--- src/rtl/stopwatch_pkg.sv ---
// rtl/stopwatch_pkg.sv - shared stopwatch display constants and helpers
package stopwatch_pkg;

    localparam int DEFAULT_SCAN_DIV = 100000;

    localparam logic [6:0] SEG_BLANK = 7'b1111111;
    localparam logic [6:0] SEG_DASH  = 7'b0111111;
    localparam logic [6:0] SEG_0     = 7'b1000000;
    localparam logic [6:0] SEG_1     = 7'b1111001;
    localparam logic [6:0] SEG_2     = 7'b0100100;
    localparam logic [6:0] SEG_3     = 7'b0110000;
    localparam logic [6:0] SEG_4     = 7'b0011001;
    localparam logic [6:0] SEG_5     = 7'b0010010;
    localparam logic [6:0] SEG_6     = 7'b0000010;
    localparam logic [6:0] SEG_7     = 7'b1111000;
    localparam logic [6:0] SEG_8     = 7'b0000000;
    localparam logic [6:0] SEG_9     = 7'b0010000;

    typedef logic [1:0] digit_idx_t;

    localparam digit_idx_t DIG_SEC_ONES = 2'd0;
    localparam digit_idx_t DIG_SEC_TENS = 2'd1;
    localparam digit_idx_t DIG_MIN_ONES = 2'd2;
    localparam digit_idx_t DIG_MIN_TENS = 2'd3;

    localparam logic [3:0] AN_OFF = 4'b1111;

    function automatic logic [3:0] an_onehot_low(input digit_idx_t idx);
        return ~(4'b0001 << idx);
    endfunction

endpackage

--- src/rtl/bcd_to_seg7.sv ---
// rtl/bcd_to_seg7.sv - BCD to active-low 7-segment decoder, dash for 10-15
module bcd_to_seg7
    import stopwatch_pkg::*;
(
    input  logic [3:0] bcd_i,
    output logic [6:0] seg_o
);

    always_comb begin
        seg_o = SEG_DASH;
        case (bcd_i)
            4'd0:    seg_o = SEG_0;
            4'd1:    seg_o = SEG_1;
            4'd2:    seg_o = SEG_2;
            4'd3:    seg_o = SEG_3;
            4'd4:    seg_o = SEG_4;
            4'd5:    seg_o = SEG_5;
            4'd6:    seg_o = SEG_6;
            4'd7:    seg_o = SEG_7;
            4'd8:    seg_o = SEG_8;
            4'd9:    seg_o = SEG_9;
            default: seg_o = SEG_DASH;
        endcase
    end

endmodule

--- src/rtl/seg7_scan_driver.sv ---
// rtl/seg7_scan_driver.sv - 4-digit multiplexed 7-segment driver with adjust-mode blink
module seg7_scan_driver
    import stopwatch_pkg::*;
#(
    parameter int SCAN_DIV = DEFAULT_SCAN_DIV
) (
    input  logic       clk_100mhz,
    input  logic       rst,
    input  logic       blink_tick,
    input  logic [3:0] bcd_min_tens,
    input  logic [3:0] bcd_min_ones,
    input  logic [3:0] bcd_sec_tens,
    input  logic [3:0] bcd_sec_ones,
    input  logic       is_adj,
    input  logic       is_sel_sec,
    output logic [3:0] an,
    output logic [6:0] seg,
    output logic       dp
);

    localparam int             CNT_W    = (SCAN_DIV > 1) ? $clog2(SCAN_DIV) : 1;
    localparam logic [CNT_W-1:0] CNT_LAST = CNT_W'(SCAN_DIV - 1);

    logic [CNT_W-1:0] scan_cnt_q, scan_cnt_d;
    digit_idx_t       idx_q, idx_d;
    logic             blink_phase_q, blink_phase_d;
    logic [3:0]       an_q, an_d;
    logic [6:0]       seg_q, seg_d;
    logic             dp_q, dp_d;

    logic [3:0]       digit_bcd;
    logic [6:0]       digit_seg;
    logic             blank;

    always_comb begin
        scan_cnt_d = scan_cnt_q + 1'b1;
        idx_d      = idx_q;
        if (scan_cnt_q == CNT_LAST) begin
            scan_cnt_d = '0;
            idx_d      = idx_q + 2'd1;
        end
    end

    // Leaving adjust mode clears the phase so re-entry always starts visible.
    always_comb begin
        blink_phase_d = 1'b0;
        if (is_adj) begin
            blink_phase_d = blink_phase_q ^ blink_tick;
        end
    end

    always_comb begin
        digit_bcd = bcd_sec_ones;
        case (idx_q)
            DIG_SEC_ONES: digit_bcd = bcd_sec_ones;
            DIG_SEC_TENS: digit_bcd = bcd_sec_tens;
            DIG_MIN_ONES: digit_bcd = bcd_min_ones;
            DIG_MIN_TENS: digit_bcd = bcd_min_tens;
            default:      digit_bcd = bcd_sec_ones;
        endcase
    end

    bcd_to_seg7 u_dec (
        .bcd_i (digit_bcd),
        .seg_o (digit_seg)
    );

    // idx_q[1] is 0 for the seconds pair, 1 for the minutes pair.
    always_comb begin
        blank = is_adj & blink_phase_q & (idx_q[1] ^ is_sel_sec);
        an_d  = blank ? AN_OFF    : an_onehot_low(idx_q);
        seg_d = blank ? SEG_BLANK : digit_seg;
        dp_d  = (idx_q != DIG_MIN_ONES);
    end

    always_ff @(posedge clk_100mhz) begin
        if (rst) begin
            scan_cnt_q    <= '0;
            idx_q         <= DIG_SEC_ONES;
            blink_phase_q <= 1'b0;
            an_q          <= AN_OFF;
            seg_q         <= SEG_BLANK;
            dp_q          <= 1'b1;
        end else begin
            scan_cnt_q    <= scan_cnt_d;
            idx_q         <= idx_d;
            blink_phase_q <= blink_phase_d;
            an_q          <= an_d;
            seg_q         <= seg_d;
            dp_q          <= dp_d;
        end
    end

    assign an  = an_q;
    assign seg = seg_q;
    assign dp  = dp_q;

endmodule

--- config.mk ---
export PLATFORM = sky130hd
export DESIGN_NAME = seg7_scan_driver
export DESIGN_NICKNAME = d
export VERILOG_FILES = /design/src/rtl/stopwatch_pkg.sv /design/src/rtl/bcd_to_seg7.sv /design/src/rtl/seg7_scan_driver.sv
export SDC_FILE = /design/constraint.sdc
export NUM_CORES = 1
export LEC_CHECK = 0
export ABC_AREA = 1
export BUFFER_PORTS_ARGS = -buffer_cell sky130_fd_sc_hd__buf_2
export CAP_MARGIN = 10
export CORE_ASPECT_RATIO = 1.2
export CORE_MARGIN = 2
export CORE_UTILIZATION = 57
export CTS_CLUSTER_SIZE = 40
export DETAILED_ROUTE_END_ITERATION = 16
export PLACE_DENSITY = 0.82
export SLEW_MARGIN = 10
export SYNTH_ARGS = -nofsm -noshare
export SYNTH_HDL_FRONTEND = slang
export SYNTH_SLANG_ARGS = --single-unit
--- constraint.sdc ---
create_clock -name clk_100mhz -period 2.6 [get_ports clk_100mhz]
set_input_delay 0.65 -clock clk_100mhz [delete_from_list [all_inputs] [get_ports clk_100mhz]]
set_output_delay 0.65 -clock clk_100mhz [all_outputs]
set_load 0.1 [all_outputs]
# Word level (Yosys, flattened, before mapping)
# Memory sizes are Yosys's and may differ from the RTL's. A register that Yosys moved wholly into a read port is not among the register bits.
# Cells that the tools add are included.
[word_totals] register_bits=25 rom_bits=112 inputBits=21 out_inout_bits=12 elab_cells=25 memories=1
[memory_table] memory="(no name shown)" depth=16 width=7 read_ports=1 rd_ports_with_merged_regs=1 write_ports=0 line_no="bcd_to_seg7.sv:11" text="case (bcd_i)"
[classes] add_sub_neg=2 n_eq_ne=5 n_shift=1 muxes=1 n_bitwise=6 reduce_logical=4
[op_table] op="adder 17 x 1 -> 17 bit (second input constant)" n=1
[op_table] op="equality test 17 bit (second input constant)" n=1
[op_table] op="one-hot mux 4 bit (4 select lines)" n=1
[op_table] op="OR reduction 2 bit" n=3
[op_table] op="equality test 2 bit (second input constant)" n=2
[op_table] op="NOT 4 bit" n=1
[op_table] op="left shift 1 x 2 -> 4 bit (first input constant)" n=1
[op_table] op="adder 2 x 1 -> 2 bit (second input constant)" n=1
[op_table] op="AND 1 bit" n=2
[op_table] op="equality test 2 x 1 -> 1 bit (second input constant)" n=1
[op_table] op="logical NOT 2 bit" n=1
[op_table] op="!= test 2 bit (second input constant)" n=1
[op_table] op="XOR 1 bit" n=2
[op_table] op="NOT 1 bit" n=1

# Depth between registers and ports, before layout
[logic_depth] word_depth=3 ltp_mapped=11 mapped_depth_nobuf=11

# By module
# From an unflattened synthesis, not the netlist that was laid out.
[unflattened] cells_unflattened=247 area_unflattened_um2=1687.9
[modules_own_cells] module="seg7_scan_driver" n_inst=1 cells_each=212 area_each_um2=1501.4 seq_area_each_um2=640.6
[modules_own_cells] module="bcd_to_seg7" n_inst=1 cells_each=35 area_each_um2=186.4 seq_area_each_um2=0.0

# Least setup slack after synthesis
# Ideal clock, no wire load.
[synth_timing] path_kind="flip-flop to flip-flop" start="register idx_q[1]" end="register seg_q[3] (netlist: seg[3])" setup_ns=0.117 t_arrival_ns=1.513 t_required_ns=2.483 setup_slack_ns=0.970 path_stages_with_launch=12 path_buffers=0 synth_period_minus_slack_ns=1.630 path_cell_list="dfxtp_1 > inv_1 > ha_1 > inv_2 > nor2_1 > o21bai_2 > ha_1 > inv_1 > nand2_1 > nand2_1 > nand2_1 > nand2_1"
[synth_via] elab_chain_cells=3 elab_cells_between_ends=8 cone_classes="3 x eq/ne; 1 x mux; 2 x bitwise; 2 x reduce/logical"
[synth_rtl] item="from (decl)" line_no="seg7_scan_driver.sv:25" text="digit_idx_t idx_q, idx_d;"
[synth_rtl] item="from (signal assigned)" line_no="seg7_scan_driver.sv:86" text="idx_q <= idx_d;"
[synth_rtl] item="parallel branches: the longest is 3 deep, another holds one-hot mux 4 bit (4 select lines)"
[synth_rtl] item="to (decl)" line_no="seg7_scan_driver.sv:28" text="logic [6:0] seg_q, seg_d;"
# Several ways; the timed one is not identified.
# A chain may end at the register's enable or synchronous reset.

# Final worst setup path
[layout_timing] start="register idx_q[0]" end="register seg_q[3] (netlist: seg[3])"
[layout_via] elab_chain_cells=2 elab_cells_between_ends=5 cone_classes="3 x eq/ne; 1 x mux; 1 x reduce/logical"
[layout_rtl] item="equality test 2 bit, or another cell as far along" line_no="seg7_scan_driver.sv:54" text="case (idx_q)"
[layout_rtl] item="one-hot mux 4 bit (4 select lines) *" line_no="seg7_scan_driver.sv:54"
# Mark *: on every way between the ends. The rest lies on a longest branch, timed or not.

==> results.json <==
{
  "fin_crit_ns": 1.85,
  "clock.fmax_mhz": 542,
  "die_h_um": 63.5,
  "grt_use_met2": 0.321,
  "path_delay_family": "adder cells",
  "path_buf_inv": 2,
  "syn-cell-area_mm2": 0.00168,
  "startpoint_type": "flop",
  "fin_skew_ns": 0.0120,
  "die_x_um": 53.6,
  "num_antenna_cells": 0,
  "initial_utilization": 0.598,
  "finalSetupTns_ns": 0,
  "firstDrtPassIters": 4,
  "dpl.hpwl_um": 2370,
  "insertion_delay_ns": 0.33,
  "cp-end-kind": "flop",
  "cts.sinks": 32,
  "post-route-period-util": 0.710,
  "power_leakage_nw": 0.825,
  "vias": 1507,
  "slew_headroom": 0.675,
  "crit_type": "reg -> reg",
  "syn_nets": 261,
  "report.final.slew_viol_count": 0,
  "grt_max_degree": 18,
  "core_mm2": 0.00281,
  "cts_root_buf": "clkbuf_4",
  "rsz0062_at_grt": "no",
  "cts_buffers": 5,
  "port_buffers": 32,
  "max_stage_delay_ns": 0.38,
  "met3_usage": 0.0711,
  "gr-usage-met1": 0.227,
  "finalHoldViolCount": 0,
  "cts_tree": "yes",
  "powerDensity_mw_per_mm2": 542,
  "ant_nets": 0,
  "status": "completed",
  "num_io_pins": 33,
  "cp_data_required_time_ns": 2.88,
  "drtIter0Drc": 38,
  "placed_cell_area_mm2": 0.00187,
  "path_cells": "inv_1 -> ha_1 -> nand2_1 -> nand2_1 -> o21bai_1 -> ha_1 -> inv_1 -> nand2_1 -> nand2_1 -> nand2_1 -> nand2_1",
  "antenna_found_initial": 0,
  "nets": 299,
  "path_clk_slew_ns": 0.10,
  "finalSetupViolCount": 0,
  "wire_per_inst_um": 10.1,
  "crit_arrival_ns": 2.12,
  "die-area_mm2": 0.00340,
  "routabilityCongestion": 0.882,
  "ys_seq_elements": 32,
  "syn_area_per_cell_um2": 7.28,
  "hold_path.class": "reg -> reg",
  "design_area_mm2": 0.00197,
  "cp_slowest_cell": "dfxtp_1",
  "yosys_warnings": 0,
  "ys_seq_area_frac": 0.381,
  "row_count": 21,
  "grt_pass1_vias": 1267,
  "grt-ovfl-total": 0,
  "maxCapViolCount": 0,
  "crit_top_cell": "nand2_1",
  "hold_buffers": 0,
  "wl_um": 3070,
  "grt_pass1_wl_um": 5040,
  "cts_setup_buffers": 0,
  "htreeDepth": 2,
  "drc": 0,
  "cts_resized": 0,
  "max-clock-path-buffers": 2,
  "yosysUniqueCellTypes": 30,
  "irDropWorstVdd_mv": 0.590,
  "via_per_inst": 4.96,
  "worstMarginPinSlew_ns": 0.490,
  "busiest_layer": "met2",
  "syn_inst": 231,
  "path_max_fanout": 6,
  "drive_above_1_share": 0.233,
  "gr-usage-all-layers": 0.200,
  "area_delta_synth_final_pct": 17.0
}
## state kept, by name, indices dropped and copies added, names as in the netlist
| name | count |
|---|---|
| an | 4 |
| seg | 7 |
| dp | 1 |
| idx_q | 2 |
| scan_cnt_q | 17 |
| blink_phase_q | 1 |
## cell type report
cell class	count	area [um^2]
repair buffers	32	160
fillers	238	843
well taps	34	42.5
clock inverters	1	30.0
multi-input cells	175	943
clock buffers	7	65.1
inverters	23	86.3
flip-flops and latches	32	641
## synth_stat cells (all sizes together)
cell    count  area [um^2]
nand3      19          100
nor3        4         36.3
o21ai       3         26.3
or2         2         12.5
buf         1         11.3
ha          9          113
xor2        5         43.8
inv        21         78.8
dfxtp      32          641
xnor2       3         26.3
nand3b      3         22.5
o21bai      2         18.8
nor2       40          168
nand2      71          284
a21oi       8         55.1
clkinv      2         7.51
nand4       6         37.5
## metrics by stage
stage	worst slack [ns]	utilization	instances	hold slack, ns	total power [mW]
global route	0.606	0.700	304	0.493	1.12
floorplan	0.970	-	231	0.417	0.631
finish	0.755	0.700	304	0.457	1.07
detailed placement	0.789	0.666	296	0.444	0.663
CTS	0.765	0.700	304	0.459	1.08
global placement	0.809	0.666	296	0.433	0.662
## where the power goes
group / switching (mW) / internal [mW] / leakage (nW)
Clock: 0.161 / 0.255 / 0.0515
Combinational: 0.108 / 0.0350 / 0.513
Sequential: 0.00488 / 0.503 / 0.261
## kinds of logic (layout without fill, tap and decap cells)
| logic type | Yosys count | count (layout) | share of synthesized area |
|---|---|---|---|
| AO/OA/AOI/OAI | 13 | 13 | 0.0595 |
| XOR/XNOR | 8 | 8 | 0.0417 |
| adder cells (fa/ha/maj) | 9 | 9 | 0.0670 |
| buffers and inverters | 24 | 63 | 0.0580 |
| flip-flops | 32 | 32 | 0.381 |
| AND/OR/NAND/NOR | 145 | 145 | 0.393 |
## final timing paths
check / start / end / slack (ns) / depth (start not counted)
max: idx_q[0] / seg[3] / 0.75 / 11
min: scan_cnt_q[0] / scan_cnt_q[0] / 0.46 / 1
max reg2reg: idx_q[0] / seg[3] / 0.75 / 11
min reg2reg: scan_cnt_q[0] / scan_cnt_q[0] / 0.46 / 1
## metal layers
| layer | share of wire | vias to the layer above |
|---|---|---|
| met5 | 0 | - |
| met2 | 0.46 | 47 |
| met4 | 0.026 | 0 |
| met3 | 0.067 | 9 |
| li1 | - | 803 |
| met1 | 0.44 | 648 |
## cell usage in the layout, fill, tap and decap left out, drive strengths merged, types with 5 or more instances in the layout
master,instances
inv,21
nand2,71
a21oi,8
buf,32
dfxtp,32
nand4,6
clkbuf,7
nor2,40
nand3,19
xor2,5
ha,9
(Power assumes the default switching activity.)
